[src/rtl/xgmii_rx_pkg.sv]
// xgmii_rx_pkg: shared XGMII character codes, error-bit indices and monitor state encoding
package xgmii_rx_pkg;
    localparam logic [7:0] CH_IDLE  = 8'h07;
    localparam logic [7:0] CH_START = 8'hFB;
    localparam logic [7:0] CH_TERM  = 8'hFD;
    localparam logic [7:0] CH_ERR   = 8'hFE;
    localparam logic [7:0] CH_PRE   = 8'h55;
    localparam logic [7:0] CH_SFD   = 8'hD5;
    localparam int ERR_PRE  = 0;
    localparam int ERR_TERM = 1;
    localparam int ERR_CTRL = 2;
    localparam int ERR_RUNT = 3;
    localparam int ERR_LONG = 4;
    typedef enum logic {ST_IDLE, ST_DATA} state_t;
endpackage

[src/rtl/xgmii_term_decode.sv]
// xgmii_term_decode: finds the terminate lane of a qword and flags a malformed terminate word
// Ports: data_i/ctrl_i qword in; is_term_o when the lowest control lane holds FD,
// k_o that lane index, term_bad_o when ctrl is not FF<<k or a lane above k is not idle.
module xgmii_term_decode
    import xgmii_rx_pkg::*;
(
    input  logic [63:0] data_i,
    input  logic [7:0]  ctrl_i,
    output logic        is_term_o,
    output logic [2:0]  k_o,
    output logic        term_bad_o
);
    logic       above_bad;
    logic [7:0] lane_k;
    always_comb begin
        k_o = '0;
        for (int i = 7; i >= 0; i--)
            if (ctrl_i[i]) k_o = 3'(i);
        lane_k = data_i[{k_o, 3'b000} +: 8];
        above_bad = 1'b0;
        for (int i = 0; i < 8; i++)
            if (i > int'(k_o) && data_i[8*i +: 8] != CH_IDLE) above_bad = 1'b1;
        is_term_o  = (ctrl_i != 8'h00) && (lane_k == CH_TERM);
        term_bad_o = (ctrl_i != (8'hFF << k_o)) || above_bad;
    end
endmodule

[src/rtl/xgmii_rx_pkt_mon.sv]
// xgmii_rx_pkt_mon: frames XGMII receive packets, checks preamble/terminate/length and counts packets
// Ports: x_clk/reset_ (async active-low); in_vld qualifies data_in/ctrl_in; clr_cnt clears counters;
// in_pkt high in DATA; pkt_done pulses with pkt_len/pkt_err record; pkt_cnt/err_cnt running counts; test tied 0.
module xgmii_rx_pkt_mon
    import xgmii_rx_pkg::*;
#(
    parameter int MIN_LEN = 64,
    parameter int MAX_LEN = 1518
) (
    input  logic        x_clk,
    input  logic        reset_,
    input  logic        in_vld,
    input  logic [63:0] data_in,
    input  logic [7:0]  ctrl_in,
    input  logic        clr_cnt,
    output logic        in_pkt,
    output logic        pkt_done,
    output logic [15:0] pkt_len,
    output logic [4:0]  pkt_err,
    output logic [31:0] pkt_cnt,
    output logic [31:0] err_cnt,
    output logic        test
);
    state_t      state_q, state_d;
    logic [15:0] len_q, len_d;
    logic        sat_q, sat_d;
    logic [4:0]  flg_q, flg_d;
    logic        done_q;
    logic [15:0] pkt_len_q, pkt_len_d;
    logic [4:0]  pkt_err_q, pkt_err_d;
    logic [31:0] pkt_cnt_q, pkt_cnt_d;
    logic [31:0] err_cnt_q, err_cnt_d;
    logic        is_start, pre_bad, is_term, term_bad, close;
    logic [2:0]  k;
    logic [2:0]  close_add;
    logic [4:0]  close_flg;
    logic [16:0] sum8, sum_close;
    logic [15:0] close_len;

    xgmii_term_decode u_term (
        .data_i    (data_in),
        .ctrl_i    (ctrl_in),
        .is_term_o (is_term),
        .k_o       (k),
        .term_bad_o(term_bad)
    );

    assign is_start = (ctrl_in == 8'h01) && (data_in[7:0] == CH_START);
    assign pre_bad  = data_in[63:8] != {CH_SFD, {6{CH_PRE}}};
    assign sum8     = {1'b0, len_q} + 17'd8;
    assign sum_close = {1'b0, len_q} + {14'd0, close_add};
    // Overflow of the final add is treated like accumulator saturation.
    assign close_len = sum_close[16] ? 16'hFFFF : sum_close[15:0];

    always_comb begin
        state_d   = state_q;
        len_d     = len_q;
        sat_d     = sat_q;
        flg_d     = flg_q;
        close     = 1'b0;
        close_add = '0;
        close_flg = flg_q;
        if (in_vld) begin
            if (is_start) begin
                // In DATA this is a restart: close the old packet flagged CTRL, open the new one.
                close = state_q == ST_DATA;
                close_flg[ERR_CTRL] = 1'b1;
                state_d = ST_DATA;
                len_d = '0;
                sat_d = 1'b0;
                flg_d = '0;
                flg_d[ERR_PRE] = pre_bad;
            end else if (state_q == ST_DATA) begin
                if (ctrl_in == 8'h00 || !is_term) begin
                    len_d = sum8[16] ? 16'hFFFF : sum8[15:0];
                    sat_d = sat_q | sum8[16];
                    flg_d[ERR_CTRL] = flg_q[ERR_CTRL] | (ctrl_in != 8'h00);
                end else begin
                    close = 1'b1;
                    close_add = k;
                    close_flg[ERR_TERM] = flg_q[ERR_TERM] | term_bad;
                    state_d = ST_IDLE;
                end
            end
        end
    end

    always_comb begin
        pkt_len_d = pkt_len_q;
        pkt_err_d = pkt_err_q;
        if (close) begin
            pkt_len_d = close_len;
            pkt_err_d = close_flg;
            pkt_err_d[ERR_RUNT] = close_len < 16'(MIN_LEN);
            pkt_err_d[ERR_LONG] = sat_q | sum_close[16] | (close_len > 16'(MAX_LEN));
        end
        pkt_cnt_d = clr_cnt ? '0 : close ? pkt_cnt_q + 32'd1 : pkt_cnt_q;
        err_cnt_d = clr_cnt ? '0 : (close && pkt_err_d != '0) ? err_cnt_q + 32'd1 : err_cnt_q;
    end

    always_ff @(posedge x_clk or negedge reset_) begin
        if (!reset_) begin
            state_q   <= ST_IDLE;
            len_q     <= '0;
            sat_q     <= 1'b0;
            flg_q     <= '0;
            done_q    <= 1'b0;
            pkt_len_q <= '0;
            pkt_err_q <= '0;
            pkt_cnt_q <= '0;
            err_cnt_q <= '0;
        end else begin
            state_q   <= state_d;
            len_q     <= len_d;
            sat_q     <= sat_d;
            flg_q     <= flg_d;
            done_q    <= close;
            pkt_len_q <= pkt_len_d;
            pkt_err_q <= pkt_err_d;
            pkt_cnt_q <= pkt_cnt_d;
            err_cnt_q <= err_cnt_d;
        end
    end

    assign in_pkt   = state_q == ST_DATA;
    assign pkt_done = done_q;
    assign pkt_len  = pkt_len_q;
    assign pkt_err  = pkt_err_q;
    assign pkt_cnt  = pkt_cnt_q;
    assign err_cnt  = err_cnt_q;
    assign test     = 1'b0;
endmodule

[config.mk]
export PLATFORM = sky130hd
export DESIGN_NAME = xgmii_rx_pkt_mon
export DESIGN_NICKNAME = d
export VERILOG_FILES = /design/src/rtl/xgmii_rx_pkg.sv /design/src/rtl/xgmii_term_decode.sv /design/src/rtl/xgmii_rx_pkt_mon.sv
export SDC_FILE = /design/constraint.sdc
export NUM_CORES = 1
export LEC_CHECK = 0
export BUFFER_PORTS_ARGS = -buffer_cell sky130_fd_sc_hd__clkbuf_2
export CORE_MARGIN = 5
export CORE_UTILIZATION = 52
export DETAILED_ROUTE_END_ITERATION = 6
export HOLD_SLACK_MARGIN = 0.02
export PLACE_DENSITY = 0.84
export SYNTH_ARGS = -nofsm -noshare
export SYNTH_HDL_FRONTEND = slang
export SYNTH_HIERARCHICAL = 1
export SYNTH_SLANG_ARGS = --single-unit
[constraint.sdc]
create_clock -name x_clk -period 4.11 [get_ports x_clk]
set_input_delay 0.411 -clock x_clk [delete_from_list [all_inputs] [get_ports x_clk]]
set_output_delay 0.411 -clock x_clk [all_outputs]
set_load 0.01 [all_outputs]
==> results.md <==
- Grt ovf: 0
- Layout Skew: 0.01266 ns
- Layout cells sized above 1: 0.3683
- H-tree depth: 3
- Top cell type's share of synthesized area: 0.3982
- Clk root buf: clkbuf_16
- Clock-pin slew on the worst setup and hold paths: 0.07 ns
- Drt initial violations: 746
- Share of total power in the clock network: 0.345
- GRT Total Usage: 0.2851
- Wire length per cell: 17.72 µm
- Ports: 164
- Setup CP Type: input pin to register
- Reg2Reg Depth: 14
- NetSw: 0.7767 mW
- Fin Hold WS: 0.2298 ns
- Pwr Total: 2.584 mW
- Synth Register Bits: 104
- Pleak: 4.118 nW
- Worst setup SP type: input pin
- Max Freq: 196.4 MHz
- Hold WC Path Type: input pin to async pin
- DR vias: 7565
- Top delay family on crit path: simple AND/OR/NAND/NOR gates
- Final setup vio count: 33
- First-pass GRT wire length: 34130 µm
- Antenna-violating nets left: 0
- Die area: 14910 µm²
- Area growth syn-to-layout: 41.13%
- Synth Cell Area: 6535 µm²
- Distinct cell type count after synthesis: 71
- Vias per cell: 6.145
- Tmin final: 5.092 ns
- VDD IR max: 0.0002100 V
- CP endpoint kind: register
- CP cell instances: buf_6 -> nand2b_4 -> a2111o_1 -> o21ai_4 -> mux4_2 -> o41ai_4 -> o2111a_2 -> and3_4 -> ha_4 -> buf_6 -> a21oi_4 -> buf_4 -> nor3_2 -> xnor2_1 -> nand4_1 -> or4_4 -> and4b_4 -> buf_16 -> or4_4 -> a21oi_2
- Failing checks: setup timing
- Drt first pass iters: 6
- Req. time, crit path: 4.39 ns
- PwrDens: 280.2 nW/µm²
- Worst skew pair latency: 0.36 ns
- # rows: 41
- Vias in the first global route: 6982
- Post-synth ARST share: 1.000
- Yosys warns: 6
- Reg2reg end: err_cnt[6]
- Synth Flop Type: dfrtp_1
- Slowest stage delay, CP: 0.55 ns
- RSZ-0062 raised after global routing: true
- Dpl hpwl: 14830 µm
- CTS Buf Count: 9
- Syn_area_per_cell: 8.498 µm²
- DRC: 0
- Final wirelength: 21810 µm
- Max Root-Sink Buffers: 2
- Die Span X: 122.1 µm
- Die Span Y: 122.1 µm
- Comb pwr share: 0.200
- I/O Buffers: 162
- Total nets after synthesis: 852
- Switch share: 0.3006
- Setup slack after layout: -0.9822 ns
- Final Hold Fails: 0
- Worst r2r src: in_pkt
- Crit-path slowest cell: mux4_2
- Crit path buf inv count: 4
- TritonCTS clock tree: done
- Core area: 12470 µm²
- Max-cap viol count: 0
- Cell taking the most area after synthesis: dfrtp_1
- Critical Path AT: 5.38 ns
- Status: finished, violations left
- Register area share after synthesis: 0.3982
- Sink Count: 104
- Hold_buf cts: 0
- Pre-CTS WS: -1.303 ns
- Worst-Margin Slew: 1.125 ns
- Post-synth EDFFs: 0
- Internal: 1.807 mW
- Reg power frac: 0.455
- Final core utilization: 0.7398
- Antenna violations before repair: 0
- Worst Path Max Fanout: 8
- Synth area leaders: dfrtp_1 (40%), nand2_1 (4.7%), a21oi_1 (4.7%)
- Slew HR: 0.2432
- # fillers: 919
- Nets: 1137
- Largest net degree at the start of global routing: 82
- Starting Density: 0.5242
- GP Congestion: 0.9551
- Synth Instances: 769
- Setup slack of the most critical reg-to-reg path: 0.21 ns
- Max-slew violations: 0
- Final period utilization: 1.239
- Inserted Diodes: 0
[placed cells by master, fill, tap and decap left out, types with 27 or more instances in the layout]
cell type and count:
nand3_1 35, a21oi_1 52, buf_4 144, clkbuf_2 160, dfrtp_1 104, o31ai_1 27
nand2_1 80, o21ai_0 46, nor2_1 70, nand4_1 32
[final cells by class]
class	instances	area, µm²	share of cell area
well taps	172	215.2	0.02333
repair buffers	315	2079	0.2255
clock buffers	9	225.2	0.02442
clock inverters	7	78.83	0.008547
multi-input cells	603	3943	0.4275
inverters	21	78.83	0.008547
flip-flops and latches	104	2603	0.2822
[cells by family after synthesis]
logic type                 after synthesis  synth area share
DFF                                    104            0.3982
and+or+nand+nor                        368            0.3092
other                                    1         0.0005738
muxes                                    8           0.01436
AOI/OAI and AO/OA                      189            0.1823
buffers and inverters                   62           0.04059
xor gates and xnor gates                30           0.04021
adders and majority gates                7           0.01455
[how the worst max path moves through the flow]
stage	end	slack [ns]	from	cells past startpoint
after floorplan	err_cnt[17]	-0.97	ctrl_in[6]	19
final	err_cnt[6]	-0.98	ctrl_in[6]	20
after CTS	err_cnt[6]	-0.87	ctrl_in[6]	19
after detailed placement	err_cnt[27]	-1.30	ctrl_in[7]	22
after global placement	err_cnt[19]	-1.14	ctrl_in[6]	19
after global routing	err_cnt[6]	-1.08	ctrl_in[2]	23
[power groups by stage]
stage | combinational [mW] | clock [mW] | sequential [mW]
after global placement | 0.482 | 0 | 1.19
after detailed placement | 0.489 | 0 | 1.19
after CTS | 0.494 | 0.907 | 1.17
after floorplan | 0.204 | 0 | 1.19
final | 0.517 | 0.892 | 1.18
after global routing | 0.561 | 0.949 | 1.18
[stage by stage]
stage	cells	instance area, µm²	setup TNS (ns)
floorplan	769	6621	-29.71
global placement	1198	8489	-35.90
detailed placement	1198	8489	-40.29
CTS	1225	9006	-25.68
global route	1231	9223	-32.97
finish	1231	9223	-29.35
[synthesized netlist by cell type (10+ instances only)]
master      n
o21ai_0    48
nor4_1     10
and3_1     16
nand2_1    82
or3_1      16
nand4_1    32
or4_1      31
clkbuf_1   27
dfrtp_1   104
nor4bb_1   10
nor2_1     72
a21oi_1    61
xnor2_1    16
nor3_1     16
inv_1      21
xor2_1     14
o31ai_1    29
nand3_1    36
[repair_timing]
item                                    in CTS  in global routing
gates cloned                                 4                  0
pin swaps                                   56                 18
resized for setup                           19                 38
setup buffers                                7                  6
endpoints found under the hold margin        0                  0
endpoints found under the setup margin      32                 38
[flip-flops by register name, summed over array words and instances, names as in the netlist]
| name | cells |
|---|---|
| err_cnt | 32 |
| pkt_cnt | 32 |
| pkt_len | 16 |
| len_q | 14 |
| pkt_err | 5 |
| flg_q | 2 |
| in_pkt | 1 |
| pkt_done | 1 |
| sat_q | 1 |
[per-layer routing]
| layer | track usage | vias up | part of all wire |
|---|---|---|---|
| met5 | 0 | - | 0 |
| met4 | 0.1050 | 0 | 0.031 |
| met3 | 0.04968 | 76 | 0.083 |
| met2 | 0.4858 | 415 | 0.50 |
| met1 | 0.3641 | 3615 | 0.39 |
| li1 | - | 3459 | - |
Power figures use the tool's default switching activity.
